### src/rtl/dac_pkg.sv
// rtl/dac_pkg.sv - shared constants and code clamp helper for the PWM DAC
package dac_pkg;

    localparam int DAC_CYCLES_PER_WINDOW = 1024;
    localparam int DAC_CODE_WIDTH        = 10;

    function automatic int unsigned dac_clamp(input int unsigned code, input int unsigned n);
        return (code > n) ? n : code;
    endfunction

endpackage

### src/rtl/pwm_dac_if.sv
// rtl/pwm_dac_if.sv - producer/DAC sample handshake; mute exists only with PWM_DAC_MUTE_EN
interface pwm_dac_if
    import dac_pkg::*;
#(
    parameter int CODE_WIDTH = DAC_CODE_WIDTH
);
    logic [CODE_WIDTH-1:0] code;
    logic                  next_sample;
`ifdef PWM_DAC_MUTE_EN
    logic                  mute;

    modport master (output code, output mute, input next_sample);
    modport slave  (input code, input mute, output next_sample);
`else
    modport master (output code, input next_sample);
    modport slave  (input code, output next_sample);
`endif
endinterface

### src/rtl/pwm_window_counter.sv
// rtl/pwm_window_counter.sv - free-running 0..N-1 window counter with registered request/load strobes
module pwm_window_counter
    import dac_pkg::*;
#(
    parameter int N = DAC_CYCLES_PER_WINDOW
) (
    input  logic                 clk,
    input  logic                 rst,
    output logic [$clog2(N)-1:0] cnt,
    output logic                 req,
    output logic                 load
);
    localparam int CW = $clog2(N);
    localparam logic [CW-1:0] LAST     = CW'(N - 1);
    localparam logic [CW-1:0] PRE_LOAD = CW'(N - 2);
    localparam logic [CW-1:0] PRE_REQ  = CW'(N - 3);

    // Strobes are decoded one count early so they line up with cnt when registered.
    always_ff @(posedge clk) begin
        if (rst) begin
            cnt  <= '0;
            req  <= 1'b0;
            load <= 1'b0;
        end else begin
            cnt  <= (cnt == LAST) ? '0 : cnt + CW'(1);
            req  <= (cnt == PRE_REQ);
            load <= (cnt == PRE_LOAD);
        end
    end

endmodule

### src/rtl/pwm_dac.sv
// rtl/pwm_dac.sv - PWM DAC top: window-latched duty and registered PWM; optional mute via PWM_DAC_MUTE_EN
module pwm_dac
    import dac_pkg::*;
#(
    parameter int CYCLES_PER_WINDOW = DAC_CYCLES_PER_WINDOW,
    parameter int CODE_WIDTH        = DAC_CODE_WIDTH
) (
    input  logic       clk,
    input  logic       rst,
    pwm_dac_if.slave   bus,
    output logic       pwm
);
    localparam int N  = CYCLES_PER_WINDOW;
    localparam int CW = $clog2(N);
    localparam int DW = $clog2(N + 1);

    logic [CW-1:0]         cnt;
    logic                  req;
    logic                  load;
    logic [DW-1:0]         duty;
    logic [DW-1:0]         duty_next;
    logic [CODE_WIDTH-1:0] code_in;

    pwm_window_counter #(.N(N)) u_cnt (
        .clk  (clk),
        .rst  (rst),
        .cnt  (cnt),
        .req  (req),
        .load (load)
    );

    assign bus.next_sample = req;
    assign code_in         = bus.code;

    always_comb begin
        duty_next = DW'(dac_clamp(32'(code_in), 32'(N)));
`ifdef PWM_DAC_MUTE_EN
        // Midscale is silence; applied only at the window boundary, so no glitch.
        if (bus.mute) begin
            duty_next = DW'(N / 2);
        end
`endif
    end

    always_ff @(posedge clk) begin
        if (rst) begin
            duty <= '0;
            pwm  <= 1'b0;
        end else begin
            if (load) begin
                duty <= duty_next;
            end
            pwm <= (DW'(cnt) < duty);
        end
    end

endmodule
### src/flat_wrapper.sv
// flat-port wrapper written by rule: the top's interface ports become plain ports
module pwm_dac_flat import dac_pkg::*;
#(
    parameter int CYCLES_PER_WINDOW = DAC_CYCLES_PER_WINDOW,
    parameter int CODE_WIDTH        = DAC_CODE_WIDTH
)
  (clk, rst, pwm, bus_code, bus_next_sample);
  pwm_dac_if #(.CODE_WIDTH(CODE_WIDTH)) bus_i ();
  input  logic clk;
  input  logic rst;
  output logic pwm;
  input wire logic [$bits(bus_i.code)-1:0] bus_code;
  output wire logic [$bits(bus_i.next_sample)-1:0] bus_next_sample;
  assign bus_i.code = bus_code;
  assign bus_next_sample = bus_i.next_sample;
  pwm_dac #(.CYCLES_PER_WINDOW(CYCLES_PER_WINDOW), .CODE_WIDTH(CODE_WIDTH)) u_core (.clk(clk), .rst(rst), .bus(bus_i), .pwm(pwm));
endmodule
### config.mk
export PLATFORM = sky130hd
export DESIGN_NAME = pwm_dac_flat
export DESIGN_NICKNAME = d
export VERILOG_FILES = /design/src/rtl/dac_pkg.sv /design/src/rtl/pwm_dac_if.sv /design/src/rtl/pwm_window_counter.sv /design/src/rtl/pwm_dac.sv /design/src/flat_wrapper.sv
export SDC_FILE = /design/constraint.sdc
export NUM_CORES = 1
export LEC_CHECK = 0
export BUFFER_PORTS_ARGS = -buffer_cell sky130_fd_sc_hd__clkbuf_2
export CAP_MARGIN = 40
export CORE_MARGIN = 2
export CORE_UTILIZATION = 30
export DETAILED_ROUTE_END_ITERATION = 6
export PLACE_DENSITY = 0.47
export SETUP_SLACK_MARGIN = 0.4
export SYNTH_ARGS = -nofsm -noshare
export SYNTH_HDL_FRONTEND = slang
export SYNTH_HIERARCHICAL = 1
export SYNTH_SLANG_ARGS = --single-unit
### constraint.sdc
create_clock -name clk -period 2.23 [get_ports clk]
set_input_delay 0.223 -clock clk [delete_from_list [all_inputs] [get_ports clk]]
set_output_delay 0.223 -clock clk [all_outputs]
set_load 0.05 [all_outputs]
# --- Yosys cells after proc, flatten, opt, wreduce, memory -nomap -nowiden ---
# Cells that the tools add are included.
# W data, S select, Z words.
word_totals:
  ff_bits: 23
  latchBits: 0
  mem_bits_rw: 0
  romBits: 0
  in_bits: 12
  out_inout_bits: 2
  word_cells: 11
  memories: 0
classes:
  add_sub_neg: 1
  multipliers: 0
  n_div: 0
  magnitude_cmp: 1
  eq_ne: 3
  shifts: 0
  mux: 0
  bitwise_logic: 0
  reduce_logical: 1
op_table:
  columns: ["op", "count"]
  rows:
  - ["$eq A10 B10 Y1 const B", 3]
  - ["$add A10 B1 Y10 const B", 1]
  - ["$lt A10 B10 Y1", 1]
  - ["$reduce_or A2 Y1", 1]

# --- Logic depth before layout (Yosys ltp) ---
# Gate-level depths: netlist of run 1.
depth:
  ltp_word: 2
  ltp_mapped: 6
  depth_no_buf: 6

# --- By module ---
# The synthesis of run 1 kept the hierarchy.
by_module_without_submodules:
  columns: ["mod", "instances", "cells_per_inst", "area_per_inst_um2", "seq_area_each_um2"]
  rows:
  - ["pwm_dac", 1, 65, 593.1, 220.2]
  - ["pwm_window_counter", 1, 61, 545.5, 240.2]

# --- Least setup slack after synthesis of run 1 ---
# OpenSTA, ideal clock, no wires.
synth_path:
  path_kind: "register to register"
  startpoint: "register u_core.u_cnt.cnt[0]"
  endpoint: "register u_core.u_cnt.cnt[5]"
  setup_ns: 0.138
  arrival_ns: 1.258
  required_ns: 2.092
  path_slack_ns: 0.834
  stages_incl_launch_ff: 5
  n_path_buf: 0
  synth_period_minus_slack_ns: 1.396
  cell_sequence: "dfxtp_1 -> ha_1 -> nand4_1 -> o31ai_1 -> a21oi_1"
synth_between:
  elab_chain_cells: 2
  elab_cells_between_ends: 3
  cone_classes: "1 x add/sub; 1 x eq/ne; 1 x reduce/logical"
synth_lines:
  columns: ["item", "line", "source"]
  rows:
  - ["start: declaration", "pwm_window_counter.sv:9", "output logic [$clog2(N)-1:0] cnt,"]
  - ["start signal: assignment", "pwm_window_counter.sv:25", "cnt <= (cnt == LAST) ? '0 : cnt + CW'(1);"]
  - ["branches (longest 2 deep; another with $add A10 B1 Y10)", null, null]
# Parallel ways; which one is timed is not known.
# A chain may end at the register's enable or synchronous reset.

# --- Worst setup path after layout of run 1 ---
layout_path:
  startpoint: "register u_core.u_cnt.cnt[0]"
  endpoint: "register u_core.u_cnt.cnt[8]"
# Same word-level chain as after synthesis.

==> results of run 1 <==
==> stage by stage <==
step | hold WS (ns) | power [mW] | util [%] | cells
floorplan | 0.3702 | 0.4964 | - | 126
global placement | 0.4583 | 0.5209 | 33.97 | 183
detailed placement | 0.4697 | 0.5218 | 33.97 | 183
CTS | 0.1909 | 0.7815 | 35.24 | 187
global route | 0.1919 | 0.8076 | 35.37 | 187
finish | 0.1976 | 0.7645 | 35.37 | 187
==> per-layer routing <==
metal	track usage (%)	share of wire (%)	vias up
met2	17.47	45	21
met1	14.14	50	405
met4	2.344	0	0
met3	3.082	4.6	0
li1	-	-	469
met5	0	0	-
==> final timing paths <==
| path | slack [ns] | depth (start not counted) | end |
|---|---|---|---|
| min reg2reg | 0.50 | 2 | u_core/duty[6] |
| max | 0.70 | 4 | u_core/u_cnt/cnt[8] |
| max reg2reg | 0.70 | 4 | u_core/u_cnt/cnt[8] |
| min | 0.20 | 3 | u_core/duty[5] |
==> synthesized netlist by cell type, types with 2 or more instances <==
master,number,area [µm²]
sky130_fd_sc_hd__o31ai_1,2,15.01
sky130_fd_sc_hd__nand3_1,4,20.02
sky130_fd_sc_hd__or3_1,2,12.51
sky130_fd_sc_hd__o21ai_0,5,25.02
sky130_fd_sc_hd__nor2_1,15,56.30
sky130_fd_sc_hd__a21oi_1,8,40.04
sky130_fd_sc_hd__inv_1,15,56.30
sky130_fd_sc_hd__and4_2,2,20.02
sky130_fd_sc_hd__dfxtp_1,23,460.4
sky130_fd_sc_hd__mux2i_1,10,100.1
sky130_fd_sc_hd__or4_1,2,15.01
sky130_fd_sc_hd__nand4_1,5,31.28
sky130_fd_sc_hd__ha_1,12,150.1
sky130_fd_sc_hd__nand2_1,3,11.26
sky130_fd_sc_hd__clkbuf_1,2,7.510
sky130_fd_sc_hd__nor3_1,3,15.01
==> what timing repair did <==
action,in CTS,in global routing
setup endpoints to repair,0,4
hold buffers,0,0
gates resized for setup,0,1
==> cell type report <==
cell class | instances | area (µm²) | share of cell area [%]
Inverter | 15 | 56.30 | 4.348
Clock inverter | 1 | 5.005 | 0.3865
Sequential cell | 23 | 460.4 | 35.56
Multi-Input combinational cell | 84 | 606.8 | 46.86
Tap cell | 48 | 60.06 | 4.638
Timing Repair Buffer | 13 | 65.06 | 5.024
Clock buffer | 3 | 41.29 | 3.188
==> cell families after synthesis <==
family,after synthesis
XOR/XNOR,2
adder cells (fa/ha/maj),12
multiplexers,11
flip-flops,23
AO/OA/AOI/OAI,20
AND/OR/NAND/NOR,39
buffers and inverters,19
==> flip-flops by register name, indices dropped and copies added, names as in the netlist <==
signal / flops
u_core/duty: 10
u_core/u_cnt/cnt: 10
u_core/pwm: 1
u_core/u_cnt/load: 1
u_core/u_cnt/req: 1
==> power groups by stage <==
| stage | logic, mW | registers (mW) | clock network, mW |
|---|---|---|---|
| after floorplan | 0.0453 | 0.451 | 0 |
| after global placement | 0.0738 | 0.447 | 0 |
| after detailed placement | 0.0748 | 0.447 | 0 |
| after CTS | 0.0752 | 0.437 | 0.269 |
| after global routing | 0.0862 | 0.440 | 0.281 |
| final | 0.0744 | 0.437 | 0.253 |
==> critical path: stages (launching register included) <==
cell	delay, ns
sky130_fd_sc_hd__dfxtp_1	0.43
sky130_fd_sc_hd__ha_1	0.26
sky130_fd_sc_hd__nand4_1	0.23
sky130_fd_sc_hd__or3_1	0.40
sky130_fd_sc_hd__a21oi_1	0.13
==> impl_metrics.ini, run 1 <==
[synthesis]
yosys-mux-area-fraction_pct = 9.780
synth_compound_gate_area_share_pct = 10.33
yosys.area_share.simple_pct = 18.02
postSynth.asyncResetShare_pct = 0
synth-edff-count = 0
synthesis.instances = 126
ys_warn_count = 6
synth.lib_cells_used.distinct = 29
syn_area_mm2 = 0.001139
synth_seq_area_share_pct = 40.44
synthFlopType = sky130_fd_sc_hd__dfxtp_1
synthesis.nets = 150
yosys_register_bits = 23
synth_top_family_by_area = simple AND/OR/NAND/NOR gates
synth_xor_xnor_area_share_pct = 1.538
yosys.area_share.adder_pct = 13.19
synth_area_per_cell_um2 = 9.036

[die]
core_mm2 = 0.003661
floorplan.die.height_um = 65.61
starting_density_of_the_core_pct = 31.10
ioPinCount = 14
die_area_mm2 = 0.004304
overall_die_width_um = 65.61
row_count = 22

[cts]
cts-buffers-inserted = 3
cts_tree = yes
post_cts_buffers = 0
ctsRootBufferMaster = sky130_fd_sc_hd__clkbuf_8
cts_buffer_depth = 2
clkTransAtPathRegs_ns = 0.08
h-tree-depth = 1
cts.sinks = 23
clk-insertion-delay-late_ns = 0.26

[outcome]
status = finished clean

[pwr]
power.static_leakage_nw = 0.4720
pwr-share-comb_pct = 9.7
seqPwrFrac_pct = 57.2
max-vdd-ir-drop_mv = 0.3960
power_report.internal_total_mw = 0.5786
power_per_cell_area_mw_per_mm2 = 590.4
p_sw_mw = 0.1859
power.clock.fraction_pct = 33.1
sw_frac_of_total_pct = 24.32

[global_routing]
pin_count_of_the_biggest_net_entering_global_routing = 20
via_count_of_the_first_global_routing_pass = 806
grt_total_usage_pct = 10.75
grt_antenna_before_repair = 0
globalRoute.totalOverflow = 0
first_pass_grt_wire_length_um = 3553

[place]
number_of_port_buffers = 13
dp.final_hpwl_um = 1573
placed_area_mm2 = 0.001244
routabilityCongestion = 0.7934
dp_slack_ns = 0.5884

[timing]
clock-skew-final_ns = 0.001707
rsz0062_at_grt = false
max_slew_margin_pct = 61.38
max_slew.worst_pin.slew_ns = 0.5785
report.final.hold_viol_count = 0
period_share_pct = 68.71
timing_max_transition_violations_final = 0
fin_crit_ns = 1.532
fin_setup_tns_ns = 0
setup_viol = 0
maximum_achievable_frequency_ghz = 0.6526
final_worst_setup_slack_ns = 0.6977

[layout]
fillers = 374
finish.net_count = 164
antenna_cells_inserted = 0
post_route_cells_drive_above_1_share_pct = 16.55
most-common-layout-cells = sky130_fd_sc_hd__dfxtp_1 (23), sky130_fd_sc_hd__inv_1 (15), sky130_fd_sc_hd__nor2_1 (15)
area_growth_from_synthesis_to_layout_pct = 13.74
mostFrequentLayoutCell = sky130_fd_sc_hd__dfxtp_1
final_design_area_no_fill_mm2 = 0.001295

[worst_setup_path]
criticalPathCategory = register to register
crit_start = u_core/u_cnt/cnt[0]
start_kind = register
worstPathArrival_ns = 1.72
cp-end-kind = register
cp_max_fo = 7
critical_register_to_register_path_startpoint = u_core/u_cnt/cnt[0]
timing.critical_path.required_ns = 2.42

[job]
cap_violations = 0

[route]
vias_per_cell = 4.786
routed-via-count = 895
drt_pre_antenna_iters = 4
ant_nets = 0
finalWirelength_um = 2041
detail_route.wl_per_cell_um = 10.91
drc = 0
detail_route.iter0.violations = 25

[worst_hold_path]
worst_hold_path_type = input pin to register
hold_start = bus_code[5]
(Power assumes the default switching activity.)
==> inputs of run 2 (changes only) <==
--- a/config.mk
+++ b/config.mk
@@ -5,12 +5,13 @@
 export SDC_FILE = /design/constraint.sdc
 export NUM_CORES = 1
 export LEC_CHECK = 0
+export ABC_AREA = 1
 export BUFFER_PORTS_ARGS = -buffer_cell sky130_fd_sc_hd__clkbuf_2
 export CAP_MARGIN = 40
 export CORE_MARGIN = 2
 export CORE_UTILIZATION = 30
 export DETAILED_ROUTE_END_ITERATION = 6
-export PLACE_DENSITY = 0.47
+export PLACE_DENSITY = 0.48
 export SETUP_SLACK_MARGIN = 0.4
 export SYNTH_ARGS = -nofsm -noshare
 export SYNTH_HDL_FRONTEND = slang
==> constraint.sdc (replaced) <==
create_clock -name clk -period 1.2 [get_ports clk]
set_input_delay 0.12 -clock clk [delete_from_list [all_inputs] [get_ports clk]]
set_output_delay 0.12 -clock clk [all_outputs]
set_load 0.05 [all_outputs]
==> impl_metrics.ini, run 2 <==
[worst_hold_path]
hold_path_depth = 3
worst_hold_path_type = input pin to register

[cts]
cts_hold_buffers = 0
cts.sinks = 23
clkTransAtPathRegs_ns = 0.08
cts_buffer_depth = 2
h-tree-depth = 1
clk-insertion-delay-late_ns = 0.26
cts-buffers-inserted = 3
cts_tree = yes
ctsRootBufferMaster = sky130_fd_sc_hd__clkbuf_8

[synthesis]
synth_seq_area_share_pct = 38.66
synth_most_common_cell = sky130_fd_sc_hd__nand2_1
yosysTopAreaCell = sky130_fd_sc_hd__dfxtp_1
synth_top_cell_area_share_pct = 38.66
synthesis.nets = 179
ys_warn_count = 6
syn_area_mm2 = 0.001191
synth_area_per_cell_um2 = 7.685
synth-edff-count = 0
synth_top_cells_by_area = sky130_fd_sc_hd__dfxtp_1 (39%), sky130_fd_sc_hd__ha_1 (13%), sky130_fd_sc_hd__nand2_1 (9.1%)
synthFlopType = sky130_fd_sc_hd__dfxtp_1
postSynth.asyncResetShare_pct = 0
synth_common_cells = sky130_fd_sc_hd__nand2_1 (29), sky130_fd_sc_hd__inv_1 (25), sky130_fd_sc_hd__dfxtp_1 (23)
synth.lib_cells_used.distinct = 21
yosys_register_bits = 23
synthesis.instances = 155

[timing]
max_slew.worst_pin.slew_ns = 0.5999
fin_setup_tns_ns = 0
setup_viol = 0
max_slew_margin_pct = 59.96
fin_crit_ns = 1.133
timing_max_transition_violations_final = 0
maximum_achievable_frequency_ghz = 0.8827
report.final.hold_viol_count = 0
clock-skew-final_ns = 0.001454
rsz0062_at_grt = true
period_share_pct = 94.41

[route]
detail_route.wl_per_cell_um = 12.09
finalWirelength_um = 2768
ant_nets = 0
routed-via-count = 1049
vias_per_cell = 4.581
drt_pre_antenna_iters = 4
drc = 0
detail_route.iter0.violations = 38

[worst_setup_path]
reg2regPathDepth = 7
timing.critical_path.required_ns = 1.36
start_kind = register
critical_path.slowest_cell = sky130_fd_sc_hd__dfxtp_4
cp-end-kind = register
cp_max_fo = 5
timing.critical_path.cells = ha_4 -> inv_2 -> nor2_4 -> buf_4 -> nand3_2 -> nand2_1 -> nor2_1
worstPathArrival_ns = 1.29
criticalPathCategory = register to register
largest_stage_delay_worst_path_ns = 0.38

[pwr]
power_per_cell_area_mw_per_mm2 = 809.6
power.static_leakage_nw = 0.6383
max-vdd-ir-drop_mv = 0.7826
p_total_mw = 1.407

[layout]
antenna_cells_inserted = 0
most-common-layout-cells = sky130_fd_sc_hd__nand2_1 (26), sky130_fd_sc_hd__inv_1 (20), sky130_fd_sc_hd__a21oi_2 (13)
reg.largest.list = u_core/duty x10, u_core/u_cnt/cnt x10
mostFrequentLayoutCell = sky130_fd_sc_hd__nand2_1
finish.net_count = 206
fillers = 400
final_cells = 229
post_route_cells_drive_above_1_share_pct = 54.70
area_growth_from_synthesis_to_layout_pct = 45.90

[global_routing]
pin_count_of_the_biggest_net_entering_global_routing = 13
first_pass_grt_wire_length_um = 4705
grt_antenna_before_repair = 0
via_count_of_the_first_global_routing_pass = 1040
grt_total_usage_pct = 13.77
globalRoute.totalOverflow = 0

[die]
starting_density_of_the_core_pct = 31.82
row_count = 22
ioPinCount = 14
floorplan.die.height_um = 67.01
overall_die_width_um = 67.01
core_mm2 = 0.003744
die_area_mm2 = 0.004490

[place]
routabilityCongestion = 0.7248
numPlacedInstances = 215
dp.final_hpwl_um = 1787
number_of_port_buffers = 13

[job]
cap_violations = 0

[outcome]
status = finished clean
## run 2: final cells by class
cell class                      instances  area [µm²]  share of cell area (%)
Timing Repair Buffer                   20       137.6                   7.919
Multi-Input combinational cell        106       872.1                   50.18
Timing Repair inverter                  2       15.01                  0.8639
Sequential cell                        23       498.0                   28.65
Inverter                               26       110.1                   6.336
Tap cell                               48       60.06                   3.456
Clock buffer                            4       45.04                   2.592
## run 2: final timing paths
check / start / end / slack [ns]
setup / recovery: u_core/u_cnt/cnt[1] / u_core/u_cnt/cnt[8] / 0.07
hold / removal: bus_code[0] / u_core/duty[0] / 0.09
setup reg to reg: u_core/u_cnt/cnt[1] / u_core/u_cnt/cnt[8] / 0.07
hold reg to reg: u_core/duty[1] / u_core/duty[1] / 0.48
## run 2: report_power, final
part | total (mW) | switching (mW) | internal (mW)
Clock | 0.475 | 0.238 | 0.237
Combinational | 0.153 | 0.0862 | 0.0670
Sequential | 0.779 | 0.0151 | 0.764
## run 2: worst max-delay path: cells and delay by family (launching register included)
family / cells / cell delay [ns]
flops: 1 / 0.38
simple gates: 4 / 0.31
buf+inv: 2 / 0.19
fa+ha+maj: 1 / 0.14
## run 2: cells by family after synthesis
| logic type | after synthesis | share of synthesized area [%] |
|---|---|---|
| buf+inv | 27 | 9.138 |
| flops | 23 | 38.66 |
| fa+ha+maj | 12 | 12.60 |
| compound gates | 27 | 11.87 |
| simple gates | 64 | 26.26 |
| xor+xnor | 2 | 1.471 |
## run 2: through the flow
stage	worst slack [ns]	util, %	cell area, µm²	hold WS [ns]
after global routing	-0.004850	46.42	1738	0.1103
after floorplan	0.1521	-	1230	0.2549
final	0.06710	46.42	1738	0.09197
after detailed placement	0.02660	35.90	1344	0.3576
after global placement	0.06157	35.90	1344	0.3434
after CTS	0.08408	42.65	1597	0.08033
## run 2: timing repair
item,in CTS,in global routing
pin swaps,7,8
gates resized for setup,39,40
gates cloned,3,0
endpoints found under the setup margin,24,25
setup buffers,5,2
## run 2: routing by layer
metal / global-route usage, % / up-vias / part of all wire (%)
li1: - / 542 / -
met1: 17.93 / 493 / 47
met2: 22.65 / 12 / 49
met3: 4.223 / 2 / 3.6
met4: 2.041 / 0 / 0.43
met5: 0 / - / 0
